===== config.mk =====
export PLATFORM = sky130hd
export DESIGN_NAME = masked_sbox_serial_ctrl
export DESIGN_NICKNAME = d
export VERILOG_FILES = /design/src/rtl/masked_sbox_serial_ctrl.sv
export SDC_FILE = /design/constraint.sdc
export NUM_CORES = 1
export LEC_CHECK = 0
export ABC_AREA = 1
export CAP_MARGIN = 40
export CORE_ASPECT_RATIO = 1.1
export CORE_MARGIN = 1.5
export CORE_UTILIZATION = 50
export CTS_CLUSTER_DIAMETER = 50
export DETAILED_ROUTE_END_ITERATION = 10
export PLACE_DENSITY = 0.81
export SYNTH_ARGS = -nofsm -noshare
export SYNTH_HDL_FRONTEND = slang
export SYNTH_SLANG_ARGS = --single-unit

===== constraint.sdc =====
create_clock -name clk -period 2.2 [get_ports clk]
set_input_delay 0.44 -clock clk [delete_from_list [all_inputs] [get_ports clk]]
set_output_delay 0.44 -clock clk [all_outputs]
set_load 0.02 [all_outputs]

===== src/rtl/masked_sbox_serial_ctrl.sv =====
// Serial nibble sequencer for a shared three-share masked S-box stage.
// Macro PRNG_EN swaps the external `fresh` randomness for an internal 8-bit LFSR.
module masked_sbox_serial_ctrl #(
    parameter int unsigned LAT  = 1,
    parameter logic [7:0]  SEED = 8'hA5
) (
    input  logic        clk,
    input  logic        rst_n,
    input  logic        start,
    input  logic [63:0] state_in1,
    input  logic [63:0] state_in2,
    input  logic [63:0] state_in3,
`ifndef PRNG_EN
    input  logic [7:0]  fresh,
`endif
    input  logic [3:0]  sb_out1,
    input  logic [3:0]  sb_out2,
    input  logic [3:0]  sb_out3,
    output logic        busy,
    output logic        done,
    output logic [63:0] state_out1,
    output logic [63:0] state_out2,
    output logic [63:0] state_out3,
    output logic [3:0]  sb_in1,
    output logic [3:0]  sb_in2,
    output logic [3:0]  sb_in3,
    output logic [7:0]  sb_r
);

    if (LAT < 1 || LAT > 3) begin : g_bad_lat
        $error("LAT must be in 1..3");
    end
    if (SEED == 8'h00) begin : g_bad_seed
        $error("SEED must be nonzero");
    end

    typedef enum logic [1:0] {IDLE, FEED, DRAIN, DONE} state_t;

    state_t         state;
    logic [63:0]    sh1, sh2, sh3;
    logic [3:0]     fc, cc;
    logic [LAT-1:0] vld;
    logic           in_feed;
    logic           capture;

    assign in_feed = (state == FEED);
    // The valid pipe mirrors the stage latency; its tail marks a returning nibble.
    assign capture = vld[LAT-1];

    always_ff @(posedge clk or negedge rst_n) begin
        if (!rst_n) begin
            state      <= IDLE;
            sh1        <= '0;
            sh2        <= '0;
            sh3        <= '0;
            fc         <= '0;
            cc         <= '0;
            vld        <= '0;
            busy       <= 1'b0;
            done       <= 1'b0;
            state_out1 <= '0;
            state_out2 <= '0;
            state_out3 <= '0;
        end else begin
            vld <= LAT'({vld, in_feed});
            case (state)
                IDLE: begin
                    if (start) begin
                        sh1   <= state_in1;
                        sh2   <= state_in2;
                        sh3   <= state_in3;
                        fc    <= '0;
                        cc    <= '0;
                        busy  <= 1'b1;
                        state <= FEED;
                    end
                end
                FEED: begin
                    sh1 <= sh1 >> 4;
                    sh2 <= sh2 >> 4;
                    sh3 <= sh3 >> 4;
                    if (fc == 4'hF) state <= DRAIN;
                    else            fc    <= fc + 4'd1;
                end
                DRAIN: begin
                    if (capture && cc == 4'hF) begin
                        done  <= 1'b1;
                        state <= DONE;
                    end
                end
                DONE: begin
                    done  <= 1'b0;
                    busy  <= 1'b0;
                    state <= IDLE;
                end
                default: state <= IDLE;
            endcase
            if (capture) begin
                state_out1[{cc, 2'b00} +: 4] <= sb_out1;
                state_out2[{cc, 2'b00} +: 4] <= sb_out2;
                state_out3[{cc, 2'b00} +: 4] <= sb_out3;
                if (cc != 4'hF) cc <= cc + 4'd1;
            end
        end
    end

    always_comb begin
        sb_in1 = '0;
        sb_in2 = '0;
        sb_in3 = '0;
        if (in_feed) begin
            sb_in1 = sh1[3:0];
            sb_in2 = sh2[3:0];
            sb_in3 = sh3[3:0];
        end
    end

`ifdef PRNG_EN
    logic [7:0] lfsr;

    always_ff @(posedge clk or negedge rst_n) begin
        if (!rst_n)       lfsr <= SEED;
        else if (in_feed) lfsr <= {lfsr[6:0], lfsr[7] ^ lfsr[5] ^ lfsr[4] ^ lfsr[3]};
    end

    assign sb_r = in_feed ? lfsr : '0;
`else
    assign sb_r = in_feed ? fresh : '0;
`endif

endmodule


==> impl_metrics.env <==
export IMPL_clk_latency_ps=540
export IMPL_dpl_worst_slack_ps=17.33
export IMPL_drt_pass1_iter_count=5
export IMPL_layout_nets=2759
export IMPL_grt_max_degree=112
export IMPL_p_switching_mw=16.72
export IMPL_worst_slack_ps=21.00
export IMPL_ys_seq_elements=397
export IMPL_row_count=71
export IMPL_required_ps=2660
export IMPL_cts_sinks=397
export IMPL_yosys_area_top_type="dfrtp_1"
export IMPL_fp_dieW_um=180.9
export IMPL_synthTopCellsByArea="dfrtp_1 (57%), nand2_1 (18%), a31oi_1 (6.5%)"
export IMPL_gr_usage_all_layers_pct=30.01
export IMPL_drv_slew=0
export IMPL_wl_um=54980
export IMPL_dp_cells=2899
export IMPL_ir_worst_vdd_uv=985.6
export IMPL_path_class="register to register"
export IMPL_relSlewSlack_pct=63.98
export IMPL_synthTopCellsByCount="nand2_1 (852), dfrtp_1 (397), nor2_1 (237), a31oi_1 (180), nand3_1 (130)"
export IMPL_synth_edf_count=0
export IMPL_fmax_mhz=458.9
export IMPL_fp_coreArea_um2=34290
export IMPL_synth_cell_area_um2=17410
export IMPL_fin_crit_ps=2179
export IMPL_met3WireLength_um=4739
export IMPL_cts_htree_levels=2
export IMPL_cts_reportedPaths_clkPinSlew_ps=60
export IMPL_die_h_um=198.7
export IMPL_route_met2_wl_um=26470
export IMPL_p_clk_share_pct=17.8
export IMPL_fin_util_pct=70.53
export IMPL_clockRootBuffer="clkbuf_16"
export IMPL_critical_path_max_stage_delay_ps=400
export IMPL_netlist_instances=2094
export IMPL_vias_per_cell=5.504
export IMPL_drive_above_1_share_pct=8.726
export IMPL_vias=16560
export IMPL_initial_core_util_pct=50.76
export IMPL_synth_seq_area_share_pct=57.07
export IMPL_die_area_um2=35940
export IMPL_synthFlopType="dfrtp_1"
export IMPL_gp_congestion=0.8984
export IMPL_grt_ovfl_total=0
export IMPL_hpwl_um=37610
export IMPL_cts_tree="yes"
export IMPL_ant_nets=0
export IMPL_synth_warning_count=0
export IMPL_synth_fp_nets=2318
export IMPL_regToRegSetupSlack_ps=20
export IMPL_wl_per_cell_um=18.28
export IMPL_power_leakage_nw=11.20
export IMPL_synth_most_common_cell="nand2_1"
export IMPL_final_cells=3008
export IMPL_worst_pin_slew_ps=536.2
export IMPL_post_route_drc_count=0
export IMPL_crit_top_cell="buf_4"
export IMPL_swShare_pct=42.16
export IMPL_top_layer="met4"
export IMPL_ys_async_sr_fraction_pct=100.0
export IMPL_area_growth_pct=38.94
export IMPL_met1Wirelength_um=21350
export IMPL_worst_path_buf_inv=8
export IMPL_power_frac_comb_pct=49.1
export IMPL_skew_ps=12.19
export IMPL_critPathMaxFanout=29
export IMPL_crit_arrival_ps=2640
export IMPL_path_cells="inv_2 -> ha_4 -> buf_6 -> buf_4 -> buf_4 -> inv_4 -> o21ai_4 -> buf_4 -> buf_12 -> bufbuf_16 -> nor2_1 -> a31oi_1"
export IMPL_p_total_mw=39.65
export IMPL_setup_viol=0
export IMPL_hold_viol=0
export IMPL_cts_inserted_buffers=42
export IMPL_cp_start_kind="register"
export IMPL_internal_power_mw=22.94
export IMPL_status="finished clean"
export IMPL_port_buffers=428
export IMPL_drt_iter0_markers=1388
export IMPL_crit_path_top_delay_cell="dfrtp_1"
export IMPL_grt_pass1_vias=16470
export IMPL_antenna_found_initial=4
export IMPL_synth_avg_cell_area_um2=8.313
export IMPL_seq_power_share_pct=33.1
export IMPL_netlist_cell_type_count=31
export IMPL_grt_pass1_wl_um=85680
export IMPL_fin_crit_sh_pct=99.05
export IMPL_clk_path_buf_depth=3
export IMPL_timing_hold_ws_ps=367.9
export IMPL_max_cap_viol_count=0
export IMPL_power_density_nw_per_um2=1640
export IMPL_rsz0062_at_grt="yes"
export IMPL_hp_class="primary input to async pin"
export IMPL_crit_path_end_kind="register"
export IMPL_netlist_area_leader_share_pct=57.07
export IMPL_pin_count=429
export IMPL_critPathTopFamily="buffers and inverters"
## repair_timing
action,in CTS,in global routing
setup endpoints to repair,21,258
buffers inserted,10,13
resized for setup,82,34
endpoints found under the hold margin,25,0
hold buffers,1,0
pin swaps,1,2
cloned,2,4
## per-layer routing
layer	track usage, %	up-vias
met5	0	-
met1	37.33	7930
met4	12.98	0
li1	-	7655
met2	50.25	817
met3	7.177	155
## layout make-up
type	count	area [µm²]
well taps	438	548.0
multi-input cells	1491	6561
inverters	65	246.5
flip-flops and latches	397	9935
diodes	3	7.507
fillers	2523	10110
repair buffers	538	5517
clock buffers	65	1249
clock inverters	11	121.4
## through the flow
stage | setup TNS (ps) | instance area [µm²]
3_3_place_gp | 0 | 22410
6_report | 0 | 24180
3_5_place_dp | 0 | 22410
4_1_cts | -3.750 | 23860
2_1_floorplan | 0 | 17410
5_1_grt | -1385 | 24180
## power by group through the flow
stage	clock [mW]	sequential, mW	combinational, mW
final	7.06	13.1	19.5
after global routing	7.44	13.5	21.2
after floorplan	0	14.5	9.15
after CTS	7.14	13.1	18.6
after global placement	0	13.0	17.6
after detailed placement	0	13.1	18.2
## path summary, 6_finish.rpt
| path | startpoint | endpoint | cells past startpoint |
|---|---|---|---|
| worst min register to register | state_out3[57]$_DFFE_PN0P_ | state_out3[57]$_DFFE_PN0P_ | 2 |
| worst max-delay path | state[1]$_DFFE_PN0P_ | sh1[27]$_DFFE_PN0P_ | 12 |
| worst min-delay path | rst_n | state_out2[6]$_DFFE_PN0P_ | 2 |
| min in group clk | state_in1[3] | sh1[3]$_DFFE_PN0P_ | 3 |
| max in group asynchronous | rst_n | state_out3[57]$_DFFE_PN0P_ | 4 |
| worst max register to register | state[1]$_DFFE_PN0P_ | sh1[27]$_DFFE_PN0P_ | 12 |
## state kept, by name, indices dropped and copies added (netlist names)
signal,count
cc,4
state_out2,64
sh2,64
capture,1
done,1
state_out1,64
sh1,64
fc,4
sh3,64
state,2
busy,1
state_out3,64
## kinds of logic after synthesis
family	after synthesis	synth area share, %
compound gates	222	7.770
xor+xnor	1	0.05033
fa+ha+maj	9	0.6469
buf+inv	206	5.578
flops	397	57.07
simple gates	1259	28.88
## cell usage in the layout, fill, tap and decap left out, types with 17 or more instances in the layout
cell type        count
nand4_1             25
nor2_1             237
inv_1               57
dfrtp_1            397
nand3_1            129
buf_4               84
o21ai_0             30
nand2_1            844
a31oi_1            179
clkdlybuf4s50_1    407
buf_12              17
clkbuf_16           47
Note: power is estimated with default switching activity, not from simulation.
